**src/rtl/i2c_bus_conditioner.sv**
```systemverilog
// i2c_bus_conditioner
//   Pad-side front end for the I2C-to-Wishbone bridge.
//   - two-flop synchronizer plus glitch filter on SCL and SDA
//   - START / STOP detection with a bus-busy flag
//   - SCL-low supervision with a programmable, sticky timeout
//   - out/oe pairs from the bridge turned into open-drain pull-down enables
//
// Ports
//   clk_i, rst_i              : clock, async active-low reset
//   scl_pad_i, sda_pad_i      : raw pad inputs
//   scl_o, sda_o              : filtered lines to the bridge
//   scl_out_i/scl_oe_i,
//   sda_out_i/sda_oe_i        : bridge drive level / enable
//   scl_pad_oe_o, sda_pad_oe_o: pad pull-down enables (pad value tied to 0)
//   start_o, stop_o           : one-cycle condition pulses
//   busy_o                    : bus busy between START and STOP/timeout
//   to_limit_i                : SCL-low timeout in clk_i cycles, 0 = off
//   timeout_o, to_clr_i       : sticky timeout flag and its clear

// Per-line synchronizer and glitch filter. The filtered level only moves
// once the synced input has disagreed with it for FILT_LEN cycles in a row.
module i2c_glitch_filter #(
  parameter int FILT_LEN = 3
) (
  input  logic clk_i,
  input  logic rst_i,
  input  logic pad_i,
  output logic line_o
);
  localparam int CW = $clog2(FILT_LEN + 1);

  logic [1:0]    sync;
  logic [CW-1:0] cnt;

  always_ff @(posedge clk_i or negedge rst_i) begin
    if (!rst_i) begin
      sync   <= 2'b11;
      cnt    <= '0;
      line_o <= 1'b1;
    end else begin
      sync <= {sync[0], pad_i};
      if (sync[1] == line_o) begin
        cnt <= '0;
      end else if (cnt == CW'(FILT_LEN - 1)) begin
        line_o <= sync[1];
        cnt    <= '0;
      end else begin
        cnt <= cnt + 1'b1;
      end
    end
  end
endmodule

module i2c_bus_conditioner #(
  parameter int FILT_LEN = 3,
  parameter int TO_W     = 16
) (
  input  logic            clk_i,
  input  logic            rst_i,
  input  logic            scl_pad_i,
  input  logic            sda_pad_i,
  output logic            scl_o,
  output logic            sda_o,
  input  logic            scl_out_i,
  input  logic            scl_oe_i,
  input  logic            sda_out_i,
  input  logic            sda_oe_i,
  output logic            scl_pad_oe_o,
  output logic            sda_pad_oe_o,
  output logic            start_o,
  output logic            stop_o,
  output logic            busy_o,
  input  logic [TO_W-1:0] to_limit_i,
  output logic            timeout_o,
  input  logic            to_clr_i
);
  // line index 0 = SCL, 1 = SDA
  logic [1:0] pad_raw;
  logic [1:0] line_f;

  assign pad_raw = {sda_pad_i, scl_pad_i};

  for (genvar g = 0; g < 2; g++) begin : g_line
    i2c_glitch_filter #(.FILT_LEN(FILT_LEN)) u_filt (
      .clk_i  (clk_i),
      .rst_i  (rst_i),
      .pad_i  (pad_raw[g]),
      .line_o (line_f[g])
    );
  end

  assign scl_o = line_f[0];
  assign sda_o = line_f[1];

  // Open-drain: only pull low when the bridge actively drives a 0.
  assign scl_pad_oe_o = scl_oe_i & ~scl_out_i;
  assign sda_pad_oe_o = sda_oe_i & ~sda_out_i;

  logic            scl_d, sda_d;
  logic            start_c, stop_c;
  logic            stall, to_evt;
  logic [TO_W-1:0] tcnt;

  // SDA moving while SCL is high and stable across both samples. A
  // simultaneous SCL edge fails the scl_d & scl_o term, so it is ignored.
  assign start_c = scl_d & scl_o &  sda_d & ~sda_o;
  assign stop_c  = scl_d & scl_o & ~sda_d &  sda_o;

  // tcnt counts cycles SCL has already been low while busy; the event fires
  // on the last cycle so timeout_o rises exactly to_limit_i cycles in.
  assign stall  = busy_o & ~scl_o & (to_limit_i != '0);
  assign to_evt = stall & (tcnt == to_limit_i - TO_W'(1));

  always_ff @(posedge clk_i or negedge rst_i) begin
    if (!rst_i) begin
      scl_d     <= 1'b1;
      sda_d     <= 1'b1;
      start_o   <= 1'b0;
      stop_o    <= 1'b0;
      busy_o    <= 1'b0;
      tcnt      <= '0;
      timeout_o <= 1'b0;
    end else begin
      scl_d   <= scl_o;
      sda_d   <= sda_o;
      start_o <= start_c;
      stop_o  <= stop_c;

      // START needs SCL high, timeout needs SCL low: never both at once.
      if (start_c)                busy_o <= 1'b1;
      else if (stop_c || to_evt)  busy_o <= 1'b0;

      if (!stall)             tcnt <= '0;
      else if (tcnt != '1)    tcnt <= tcnt + 1'b1;

      if (to_evt)             timeout_o <= 1'b1;
      else if (to_clr_i)      timeout_o <= 1'b0;
    end
  end
endmodule
```
**config.mk**
```make
export PLATFORM = sky130hd
export DESIGN_NAME = i2c_bus_conditioner
export DESIGN_NICKNAME = d
export VERILOG_FILES = /design/src/rtl/i2c_bus_conditioner.sv
export SDC_FILE = /design/constraint.sdc
export NUM_CORES = 1
export LEC_CHECK = 0
export BUFFER_PORTS_ARGS = -buffer_cell sky130_fd_sc_hd__buf_2
export CORE_ASPECT_RATIO = 1.25
export CORE_MARGIN = 2
export CORE_UTILIZATION = 40
export CTS_CLUSTER_DIAMETER = 50
export CTS_CLUSTER_SIZE = 24
export DETAILED_ROUTE_END_ITERATION = 8
export PLACE_DENSITY = 0.66
export SYNTH_ARGS = -nofsm -noshare
export SYNTH_HDL_FRONTEND = slang
export SYNTH_SLANG_ARGS = --single-unit
```
**constraint.sdc**
```tcl
create_clock -name clk_i -period 5.8 [get_ports clk_i]
set_clock_uncertainty 0.1 [all_clocks]
set_input_delay 1.16 -clock clk_i [delete_from_list [all_inputs] [get_ports clk_i]]
set_output_delay 1.16 -clock clk_i [all_outputs]
set_load 0.01 [all_outputs]
```
==> results.md, run 1 <==
Synthesis:
- In the synthesized netlist the dominant register cell turns out to be sky130_fd_sc_hd__dfrtp_1.
- In this run, synthesis produced a sequential element count of 32.
- Of the synthesized area, sequential elements account for 0.425.
- After synthesis, the mean cell area works out to between 9 and 10 um^2.
- After synthesis, the cell types taking the most area are sky130_fd_sc_hd__dfrtp_1 (31%), sky130_fd_sc_hd__dfstp_2 (11%), sky130_fd_sc_hd__xnor2_1 (7.8%), sky130_fd_sc_hd__xor2_1 (4.6%), sky130_fd_sc_hd__nor2_1 (3.7%).
- Of the post-synthesis cell area, the dominant cell type holds 0.315.
- The post-synth design cell area is about 0.0019 mm^2.
- The number of synthesized flops with an enable pin is 0.
- In the synthesized netlist, the number of instances is 193.
- The count of distinct cell types in the synthesized netlist is between 40 and 50.
- By count the netlist is led by sky130_fd_sc_hd__dfrtp_1 (24), sky130_fd_sc_hd__nor2_1 (19), sky130_fd_sc_hd__xnor2_1 (17), sky130_fd_sc_hd__xor2_1 (10).
- The share of flip-flops with an asynchronous set or reset is 1.00.
- The largest total area in the synthesized netlist belongs to sky130_fd_sc_hd__dfrtp_1.
- The cell with the most instances after synthesis is sky130_fd_sc_hd__dfrtp_1.
- Synthesis produced a netlist with a net count of approximately 220.
- The synthesis warning total is 0.

Clock tree:
- The total of hold buffers inserted after clock tree synthesis is 0.
- In this run the number of H-tree levels came out at 2.
- The clock reaches the later pin of the worst-skew pair after 0.28 ns.
- The clock transition at the register clock pins on the worst setup and hold paths after CTS is around 0.060 ns.
- The buffers inserted during post-CTS setup optimization is 0.
- The longest clock path from root to sink contains 2 buffers.
- TritonCTS created 5 clock buffers.
- The clock drives 32 sinks.
- The root buffer cell chosen for the clock tree is sky130_fd_sc_hd__clkbuf_8.
- TritonCTS built the clock tree.
- Gates resized during post-CTS repair numbered 0.

Detailed routing:
- After detailed routing, the number of vias per cell comes to ~5.3.
- The first TritonRoute pass finished after 4 iterations.
- After detailed routing, the average wire length per cell comes to 13.9 um.
- The remaining design rule violation count is 0.
- The routed design has 4030 um of wire.
- For this block, the initial DRC count from the detailed router was 86.
- The number of nets with antenna violations after routing is 0.
- The routed layout has roughly 1600 vias.

Power and ir drop:
- The areal power density over the cells is approximately 280 mW/mm^2.
- The highest ir drop seen on vdd is around 200 uV.
- The static power due to leakage is between 0.0009 and 0.001 uW.

Timing:
- The transition time at the pin with the least slew margin is 0.720 ns.
- The post-route fraction of the period consumed by the critical path is 0.533.
- The smallest setup slack after layout is approximately 2.7 ns.
- The final setup violation count is 0.
- Setup repair after global routing left no endpoint under its margin.
- Static timing analysis puts the maximum clock frequency at 323 MHz.
- The max-slew violation count was 0.
- The count of endpoints failing hold in the final timing report is 0.
- The final worst hold slack is about 0.26 ns.
- In this run the tightest slew margin relative to its limit is 0.515.
- After routing, the total negative slack on setup checks comes to 0 ns.
- The worst path needs between 3 and 4 ns of the cycle, external delays included.

Outcome:
- The run finished with clean final reports.

Critical path:
- The cell family with the largest share of critical-path delay is simple AND/OR/NAND/NOR gates.
- The critical path startpoint category is an input pin.
- The largest individual stage delay along the critical path comes from the cell sky130_fd_sc_hd__or4b_4.
- At the worst endpoint, the required time is just under 6 ns.
- The number of buffers and inverters on the critical path is 1.
- Traced cell by cell, the critical path runs through buf_2 > nor3_1 > nand2_1 > xnor2_1 > or4b_4 > a2111oi_2 > o21bai_1.
- The critical path is of the input pin to flop type.
- The endpoint type of the worst setup path is a flop.
- The largest fanout on the critical path is 5.
- The reg-to-reg endpoint is busy_o$_DFFE_PN0P_.
- Data arrives at the worst endpoint at approximately 3.2 ns.
- In this design, the stage delay of the slowest critical-path cell is 0.52 ns.
- The number of cells on the worst reg-to-reg path is 5.
- The reg-to-reg startpoint is tcnt[7]$_DFFE_PN0P_.
- The worst reg-to-reg setup slack is around 3.6 ns.

Place:
- Before CTS, the worst setup slack after placement is 2.40 ns.
- The count of port buffers added during placement is 32.
- The sum of net half-perimeters after detailed placement is 3110 um.
- At the end of routability-driven placement, the weighted congestion stood at 0.810.

Cells and area:
- The share of layout cells above drive strength 1 is 0.251.
- At the end of the flow, the number of nets in the layout was ~260.
- After filler insertion, the fill cell instance count of the layout stands at approximately 440.
- The growth of design area from synthesis to finish is 16.9%.
- The antenna diode count is 0.

Floorplan:
- The overall die width is roughly 66 um.
- The area of the placeable core is between 0.004 and 0.005 mm^2.
- Measured along the y axis, the die boundary spans a little over 80 um.
- The starting density of the core is 0.409.
- The die covers ~0.0053 mm^2.
- The I/O pin total is 33.
- The number of core rows is 28.

Worst hold path:
- The hold path depth is 0.
- The hold-critical path endpoint is g_line[0].u_filt.sync[1]$_DFF_PN1_.
- The path class of the tightest hold or removal check is flop to flop.
- The worst hold path startpoint is g_line[0].u_filt.sync[0]$_DFF_PN1_.

Global route:
- In the global route stage, overall resource usage came out at 0.169.
- The first-pass GRT wire length is ~6900 um.
- Entering global routing, the biggest net connects 33 pins.
- The total grt overflow is 0.
- The number of antenna violations at the first check in global routing was 0.
- The via count of the first global-routing pass is around 1500.

Flow run:
- Across the run, the number of max-cap violations was 0.
==> cells in the final DEF (no fill, tap or decap), types with 2 or more instances in the layout <==
cell type / instances
sky130_fd_sc_hd__mux2_2: 3
sky130_fd_sc_hd__dfrtp_1: 24
sky130_fd_sc_hd__nand2b_1: 2
sky130_fd_sc_hd__mux2i_1: 4
sky130_fd_sc_hd__nor2_1: 19
sky130_fd_sc_hd__xor2_1: 10
sky130_fd_sc_hd__nand2_1: 8
sky130_fd_sc_hd__o21a_1: 2
sky130_fd_sc_hd__o211ai_1: 4
sky130_fd_sc_hd__nor3_1: 9
sky130_fd_sc_hd__nor4_1: 4
sky130_fd_sc_hd__xnor2_1: 17
sky130_fd_sc_hd__dfstp_2: 8
sky130_fd_sc_hd__inv_1: 9
sky130_fd_sc_hd__a21oi_1: 4
sky130_fd_sc_hd__buf_2: 32
sky130_fd_sc_hd__nand3_1: 7
sky130_fd_sc_hd__a211oi_1: 3
sky130_fd_sc_hd__nor2b_1: 8
sky130_fd_sc_hd__o21ai_0: 3
sky130_fd_sc_hd__ha_1: 3
sky130_fd_sc_hd__nand4_1: 4
sky130_fd_sc_hd__nand3b_1: 2
sky130_fd_sc_hd__or3_1: 3
sky130_fd_sc_hd__nor3b_1: 5
sky130_fd_sc_hd__and3_1: 3
sky130_fd_sc_hd__a21o_1: 2
sky130_fd_sc_hd__clkbuf_8: 6
==> power breakdown <==
part | internal, uW | switching [uW] | total, uW
logic | 68.9 | 80.7 | 150
clock network | 96.2 | 76.6 | 173
registers | 276 | 36.4 | 312
==> logic make-up (layout without fill, tap and decap cells) <==
kind of cell	after synthesis	after routing	synth area share
and+or+nand+nor	83	83	0.247
DFF	32	32	0.425
AOI/OAI and AO/OA	29	29	0.115
xor gates and xnor gates	28	28	0.133
buffers and inverters	11	49	0.0217
muxes	7	7	0.0387
adders and majority gates	3	3	0.0197
==> worst max path at each step <==
stage,slack (ns),endpoint,startpoint,depth (start not counted)
floorplan,2.83,busy_o$_DFFE_PN0P_,to_limit_i[2],6
global placement,2.44,busy_o$_DFFE_PN0P_,to_limit_i[2],7
detailed placement,2.40,busy_o$_DFFE_PN0P_,to_limit_i[2],7
CTS,2.71,busy_o$_DFFE_PN0P_,to_limit_i[2],7
global route,2.52,busy_o$_DFFE_PN0P_,to_limit_i[1],9
finish,2.71,busy_o$_DFFE_PN0P_,to_limit_i[2],7
==> metal layers <==
layer | track usage | vias up | share of wire | wire length (um)
met4 | 0.0667 | 0 | 0.026 | 105
met1 | 0.206 | 750 | 0.44 | 1770
met2 | 0.282 | 28 | 0.50 | 2020
met5 | 0 | - | 0 | 0
li1 | - | 764 | - | -
met3 | 0.0471 | 12 | 0.034 | 137
==> flip-flops by register name, indices dropped and copies added (netlist names), 2 cells and up <==
signal	count
g_line.u_filt.cnt	4
tcnt	16
g_line.u_filt.line_o	2
g_line.u_filt.sync	4
==> final cells by class <==
cell class	instances	area, um^2	area share
Multi-Input combinational cell	150	1050	0.473
Sequential cell	32	811	0.364
Timing Repair Buffer	32	160	0.0719
Clock buffer	7	86.3	0.0387
Tap cell	60	75.1	0.0337
Inverter	9	33.8	0.0152
Clock inverter	1	7.51	0.00337
==> metrics by stage <==
stage / cells / area [um^2] / total power (uW) / utilization
6_report: 291 / 2230 / 635 / 0.478
5_1_grt: 291 / 2230 / 682 / 0.478
4_1_cts: 291 / 2230 / 646 / 0.478
3_5_place_dp: 283 / 2130 / 468 / 0.458
3_3_place_gp: 283 / 2130 / 464 / 0.458
2_1_floorplan: 193 / 1910 / 409 / -
Power figures use the tool's default switching activity.
==> run 2: changes to the inputs <==
--- a/config.mk
+++ b/config.mk
@@ -12,7 +12,7 @@
 export CTS_CLUSTER_DIAMETER = 50
 export CTS_CLUSTER_SIZE = 24
 export DETAILED_ROUTE_END_ITERATION = 8
-export PLACE_DENSITY = 0.66
+export PLACE_DENSITY = 0.69
 export SYNTH_ARGS = -nofsm -noshare
 export SYNTH_HDL_FRONTEND = slang
 export SYNTH_SLANG_ARGS = --single-unit
==> constraint.sdc (replaced) <==
create_clock -name clk_i -period 2.8 [get_ports clk_i]
set_clock_uncertainty 0.1 [all_clocks]
set_input_delay 0.56 -clock clk_i [delete_from_list [all_inputs] [get_ports clk_i]]
set_output_delay 0.56 -clock clk_i [all_outputs]
set_load 0.01 [all_outputs]
==> results.md, run 2 (synthesis gave the netlist of run 1 again) <==
Power and ir drop:
- The areal power density over the cells is 583 mW/mm^2 (+100%).
- The total power came to 1310 uW (+110%).
- The highest ir drop seen on vdd came to 265 uV (+29%).
- The static power due to leakage came to 0.000962 uW (+2.6%).

Floorplan:
- The overall die width is 65.8 um (unchanged).
- The floorplan die height came to 81.2 um (unchanged).
- The area of the placeable core came to 0.00466 mm^2 (unchanged).
- The I/O pin total came to 33 (unchanged).
- The die area is 0.00534 mm^2 (unchanged).
- The number of core rows is 28 (unchanged).
- The starting density of the core is 0.409 (unchanged).

Critical path:
- The worst setup path is captured at a flop.
- The data arrival time of the worst path is 2.47 ns (-0.68 ns).
- Traced cell by cell, the critical path runs through buf_2 > inv_1 > ha_1 > nor2b_1 > nand3_1 > a211oi_1 > o211ai_2 > a2111oi_2 > o21bai_1.
- The logic depth of the worst register-to-register path is 5 (unchanged).
- The cell family contributing the most delay on the critical path is compound AO/OA/AOI/OAI gates.
- The startpoint identified for the worst register-to-register timing path is tcnt[7]$_DFFE_PN0P_.
- STA classifies the critical path startpoint as an input pin.
- The cell with the largest stage delay on the worst path is sky130_fd_sc_hd__a2111oi_2.
- The reg-to-reg endpoint is busy_o$_DFFE_PN0P_.
- The kind of critical path is input pin to flop.
- The largest fanout on the critical path is 7 (+2).
- The combined buffer and inverter count along the critical path is 2 (+1).
- The delay of the slowest cell on the worst path is 0.44 ns (-0.08 ns).
- The required time at the endpoint of the critical path is 2.87 ns (-2.99 ns).
- The worst reg-to-reg setup slack came to 0.53 ns (-3.06 ns).

Clock tree:
- The clock insertion delay at the later pin of the skew report is 0.28 ns (about the same).
- The number of buffers created by CTS is 5 (unchanged).
- The post-cts resize count was 0 (unchanged).
- The largest buffer count on any clock path is 2 (unchanged).
- The clock tree from TritonCTS is done.
- The buffers inserted during post-CTS setup optimization is 0 (unchanged).
- The clock sink count is 32 (unchanged).
- In this run the clock root is driven by a sky130_fd_sc_hd__clkbuf_8.
- The total of hold buffers inserted after clock tree synthesis is 0 (unchanged).
- The clock transition at the register clock pins on the worst setup and hold paths after CTS is 0.07 ns (about the same).
- The CTS H-tree depth was 2 (unchanged).

Detailed routing:
- The remaining design rule violation count is 0 (unchanged).
- The routed wire length is 4020 um (-0.22%).
- The number of nets with antenna violations after routing was 0 (unchanged).
- The number of optimization iterations in the first detailed-route pass is 4 (unchanged).
- The detailed-route wire length per cell is 13.6 um (-1.6%).
- The number of DRC markers in iteration 0 was 88 (+2.3%).
- The per-cell via count in the routed design is 5.23 (-2.1%).
- The via count came to 1542 (-0.77%).

Cells and area:
- The count of non-filler cells in the finished layout is 295 (+1.4%).
- The largest registers in the layout are tcnt (16), g_line.u_filt.cnt (4), g_line.u_filt.sync (4).
- The layout net count was 262 (+1.6%).
- Counting flops per register, the top entry is tcnt.
- The antenna diode count came to 0 (unchanged).
- Relative to the synthesized area, the layout overhead comes to 18.1%.
- The library cell used most frequently in the layout, excluding fill and tap cells, is sky130_fd_sc_hd__buf_2.
- The share of layout cells above drive strength 1 is 0.268 (+0.0170).
- The flip-flop count of the largest register, all copies and words added came to 16 (unchanged).
- In the layout the commonest cells are sky130_fd_sc_hd__buf_2 (32), sky130_fd_sc_hd__dfrtp_1 (24), sky130_fd_sc_hd__nor2_1 (19).

Place:
- The sum of net half-perimeters after detailed placement is 3130 um (+0.68%).
- The number of cells after detailed placement is 287 (+1.4%).
- The count of port buffers added during placement is 32 (unchanged).
- The final weighted congestion of routability-driven global placement is 0.783 (-3.3%).

Timing:
- Based on the critical path, the design can be clocked at up to approximately 420 MHz.
- Setup repair after global routing left no endpoint under its margin.
- The final setup violation count is 0 (unchanged).
- The post-route fraction of the period consumed by the critical path is 0.858.
- The setup total negative slack is 0 ns (unchanged).
- The count of endpoints failing hold in the final timing report is 0 (unchanged).
- The max-slew violation count is 0 (unchanged).
- The transition time at the pin with the least slew margin is 0.682 ns (-0.0386 ns).
- The final worst hold slack is 0.213 ns (-0.0436 ns).
- The relative slew slack is 0.545 (+0.0302).
- The worst path in the final design needs a cycle of 2.40 ns, including I/O delays and setup.

Worst hold path:
- The worst min-delay path category is input pin to async pin.

Outcome:
- The flow ran to the end, and the final reports show no timing, DRC or antenna violations.

Global route:
- The largest net degree at the start of global routing is 33 (unchanged).
- The first-pass GRT wire length is 6590 um (-4.4%).
- The number of antenna violations at the first check in global routing is 0 (unchanged).
- The total grt overflow was 0 (unchanged).
- The via count of the first global-routing pass came to 1405 (-5.6%).
- The all-layer global routing usage is 0.162 (-0.00681).

Flow run:
- The max-capacitance violation count is 0 (unchanged).
==> run 2: report_power, final <==
group	total (uW)	switching (uW)	internal [uW]
sequential	644	72.5	571
clock	345	172	173
combinational	325	170	155
total	1310	415	899
==> run 2: worst max-delay path by stage <==
stage                              from            endpoint  slack [ns]  cells past startpoint
after floorplan           to_limit_i[2]  busy_o$_DFFE_PN0P_        0.43                      6
after global placement    to_limit_i[0]  busy_o$_DFFE_PN0P_        0.18                      9
after detailed placement  to_limit_i[0]  busy_o$_DFFE_PN0P_        0.09                      9
after CTS                 to_limit_i[0]  busy_o$_DFFE_PN0P_        0.39                      9
after global routing      to_limit_i[0]  busy_o$_DFFE_PN0P_        0.09                      9
final                     to_limit_i[0]  busy_o$_DFFE_PN0P_        0.40                      9
==> run 2: area by class of cell <==
| type | count | area [um^2] |
|---|---|---|
| fill | 445 | 2410 |
| timing repair buffer | 36 | 190 |
| clock buffer | 5 | 68.8 |
| clock inverter | 3 | 18.8 |
| sequential | 32 | 811 |
| tap | 60 | 75.1 |
| inverter | 9 | 33.8 |
| multi-input combinational | 150 | 1050 |
==> run 2: per-stage QoR <==
stage	util	cell area [um^2]	setup WS [ns]
after floorplan	-	1910	0.429
after global placement	0.465	2160	0.175
after detailed placement	0.465	2160	0.0899
after CTS	0.483	2250	0.390
after global routing	0.483	2250	0.0888
final	0.483	2250	0.397
==> run 2: layer usage <==
layer  global-route usage  vias to the layer above  part of all wire  wire, um
met5                    0                        -                 0         0
met4               0.0563                        0             0.017        68
met3               0.0291                        6             0.042       168
met2                0.271                       33              0.51      2030
met1                0.211                      727              0.44      1750
li1                     -                      776                 -         -
==> run 3: changes to the inputs <==
--- a/config.mk
+++ b/config.mk
@@ -6,13 +6,15 @@
 export NUM_CORES = 1
 export LEC_CHECK = 0
 export BUFFER_PORTS_ARGS = -buffer_cell sky130_fd_sc_hd__buf_2
+export CELL_PAD_IN_SITES_DETAIL_PLACEMENT = 1
+export CELL_PAD_IN_SITES_GLOBAL_PLACEMENT = 1
 export CORE_ASPECT_RATIO = 1.25
 export CORE_MARGIN = 2
-export CORE_UTILIZATION = 40
+export CORE_UTILIZATION = 39
 export CTS_CLUSTER_DIAMETER = 50
 export CTS_CLUSTER_SIZE = 24
 export DETAILED_ROUTE_END_ITERATION = 8
-export PLACE_DENSITY = 0.69
+export PLACE_DENSITY = 0.82
 export SYNTH_ARGS = -nofsm -noshare
 export SYNTH_HDL_FRONTEND = slang
 export SYNTH_SLANG_ARGS = --single-unit
==> results.md, run 3 (synthesis gave the netlist of run 1 again) <==
Outcome:
- The flow ran to the end, and the final reports show no timing, DRC or antenna violations.

Detailed routing:
- The remaining design rule violation count is 0 (unchanged).
- The number of DRC markers in iteration 0 came to 94 (+6.8%).
- The via count is 1632 (+5.8%).
- The per-cell via count in the routed design came to 5.53 (+5.8%).
- The routed wire length is 4760 um (+18%).
- The detailed-route wire length per cell is 16.1 um (+18%).
- The number of optimization iterations in the first detailed-route pass came to 4 (unchanged).
- The number of nets with antenna violations after routing is 0 (unchanged).

Cells and area:
- In the final layout, the registers with the most flip-flops are tcnt (16), g_line.u_filt.cnt (4), g_line.u_filt.sync (4).
- The number of inserted filler cells in the final layout was 566 (+27%).
- More flip-flops sit in one register than any other, and that register is tcnt.
- The share of layout cells above drive strength 1 is 0.264 (-0.00426).
- The antenna diode count was 0 (unchanged).
- The layout net count is 262 (unchanged).
- The library cells used most frequently in the layout, excluding fill and tap cells, are sky130_fd_sc_hd__buf_2 (32), sky130_fd_sc_hd__dfrtp_1 (24), sky130_fd_sc_hd__nor2_1 (19).
- The flip-flop count of the largest register, all copies and words added was 16 (unchanged).
- From synthesis to final layout, the design area changed by 18.4%.
- Leaving out fill and tap cells, the most frequent cell in the layout is sky130_fd_sc_hd__buf_2.
- The final core utilization is 0.478 (-0.00584).
- The post-route cell area is 0.00226 mm^2 (+0.28%).

Clock tree:
- The post-cts resize count is 0 (unchanged).
- The clock tree from TritonCTS is done.
- The CTS H-tree depth is 2 (unchanged).
- The largest buffer count on any clock path came to 2 (unchanged).
- The clock sink count was 32 (unchanged).
- The buffers inserted during post-CTS setup optimization is 0 (unchanged).
- The clock transition at the register clock pins on the worst setup and hold paths after CTS was 0.07 ns (about the same).
- The number of buffers created by CTS is 5 (unchanged).
- The total of hold buffers inserted after clock tree synthesis is 0 (unchanged).
- Clock tree synthesis selected as its root buffer the cell sky130_fd_sc_hd__clkbuf_8.
- The clock insertion delay at the later pin of the skew report came to 0.28 ns (about the same).

Timing:
- The final setup violation count is 0 (unchanged).
- The relative slew slack is 0.532 (-0.0138).
- The count of endpoints failing hold in the final timing report is 0 (unchanged).
- Setup repair after global routing left no endpoint under its margin.
- The post-route fraction of the period consumed by the critical path is 0.915 (+0.0570).
- The transition time at the pin with the least slew margin was 0.703 ns (+0.0207 ns).
- The fmax is 390 MHz (-6.2%).
- The time the final worst path needs with I/O delays and setup was 2.56 ns (+0.160 ns).
- The max-slew violation count is 0 (unchanged).

Worst hold path:
- The worst min-delay path category is input pin to async pin.

Global route:
- The first-pass GRT wire length is 7600 um (+15%).
- The total grt overflow is 0 (unchanged).
- The via count of the first global-routing pass is 1665 (+19%).
- The largest net degree at the start of global routing was 33 (unchanged).
- The number of antenna violations at the first check in global routing came to 0 (unchanged).
- The all-layer global routing usage came to 0.186 (+0.0241).

Flow run:
- The max-capacitance violation count is 0 (unchanged).

Power and ir drop:
- The areal power density over the cells was 601 mW/mm^2 (+3.0%).
- The highest ir drop seen on vdd is 296 uV (+12%).
- The static power due to leakage is 0.000959 uW (-0.35%).
- The total power is 1360 uW (+3.3%).

Floorplan:
- The area of the placeable core is 0.00473 mm^2 (+1.5%).
- The floorplan die height is 82.2 um (+1.2%).
- The number of core rows is 28 (unchanged).
- The starting density of the core is 0.403 (-0.00606).
- The overall die width is 66.5 um (+1.2%).
- The die area is 0.00547 mm^2 (+2.4%).
- The I/O pin total was 33 (unchanged).

Critical path:
- STA classifies the critical path endpoint as a flop.
- The delay of the slowest cell on the worst path is 0.52 ns (+0.08 ns).
- The largest fanout on the critical path came to 5 (-2).
- In this design, the largest share of critical-path delay is due to simple AND/OR/NAND/NOR gates.
- The critical path goes through buf_2 > nor3_1 > nand2_1 > xnor2_1 > or4b_4 > a2111oi_2 > o21bai_1.
- The data arrival time of the worst path is 2.62 ns (+0.15 ns).
- The critical path startpoint category is an input pin.
- The combined buffer and inverter count along the critical path was 1 (-1).
- The required time at the endpoint of the critical path is 2.86 ns (about the same).
- The total stage count of the critical path is 7 (-2).
- The cell with the largest stage delay on the worst path is sky130_fd_sc_hd__or4b_4.
- The kind of critical path is input pin to flop.
- The logic depth of the worst register-to-register path is 5 (unchanged).

Place:
- The sum of net half-perimeters after detailed placement came to 3710 um (+18%).
- The count of port buffers added during placement is 32 (unchanged).
- The instance area at placement was 0.00216 mm^2 (unchanged).
- The final weighted congestion of routability-driven global placement is 0.881 (+12%).
-- run 3: worst paths after layout --
check / slack (ns) / startpoint / endpoint
setup reg to reg: 0.52 / tcnt[7]$_DFFE_PN0P_ / busy_o$_DFFE_PN0P_
setup / recovery: 0.24 / to_limit_i[2] / busy_o$_DFFE_PN0P_
max in group asynchronous: 1.92 / rst_i / g_line[1].u_filt.cnt[1]$_DFF_PN0_
hold / removal: 0.22 / rst_i / tcnt[2]$_DFFE_PN0P_
hold reg to reg: 0.26 / g_line[0].u_filt.sync[0]$_DFF_PN1_ / g_line[0].u_filt.sync[1]$_DFF_PN1_
min in group clk_i: 0.26 / g_line[0].u_filt.sync[0]$_DFF_PN1_ / g_line[0].u_filt.sync[1]$_DFF_PN1_
-- run 3: per-layer routing --
| metal | vias up | wire length (um) | track usage |
|---|---|---|---|
| li1 | 776 | - | - |
| met4 | 0 | 95 | 0.0776 |
| met2 | 31 | 2580 | 0.341 |
| met1 | 816 | 1950 | 0.210 |
| met5 | - | 0 | 0 |
| met3 | 9 | 130 | 0.0366 |
-- run 3: report_power, final --
group	total, uW	internal [uW]	leakage (uW)	switching [uW]
registers	649	572	0.000411	77.1
logic	341	155	0.000503	185
clock network	367	199	0.0000445	168
-- run 3: worst register-to-register path: stages (launching register included) --
cell	delay, ns
sky130_fd_sc_hd__dfrtp_1	0.44
sky130_fd_sc_hd__xnor2_1	0.37
sky130_fd_sc_hd__nand4_1	0.14
sky130_fd_sc_hd__or4b_4	0.50
sky130_fd_sc_hd__a2111oi_2	0.51
sky130_fd_sc_hd__o21bai_1	0.10
-- run 3: through the flow --
step           hold slack, ns  worst slack (ns)  setup TNS [ns]  cells
6_report                0.221             0.237               0    295
5_1_grt                 0.255             0.169               0    295
4_1_cts                 0.237             0.246               0    295
3_5_place_dp            0.249           -0.0536         -0.0697    287
3_3_place_gp            0.246            0.0271               0    287
2_1_floorplan           0.164             0.429               0    193
-- run 3: cell type report --
| cell class | instances | area [um^2] | share of cell area |
|---|---|---|---|
| multi-input combinational | 150 | 1050 | 0.467 |
| sequential | 32 | 811 | 0.359 |
| timing repair buffer | 36 | 190 | 0.0842 |
| clock buffer | 7 | 86.3 | 0.0382 |
| tap | 60 | 75.1 | 0.0332 |
| inverter | 9 | 33.8 | 0.0150 |
| clock inverter | 1 | 7.51 | 0.00332 |
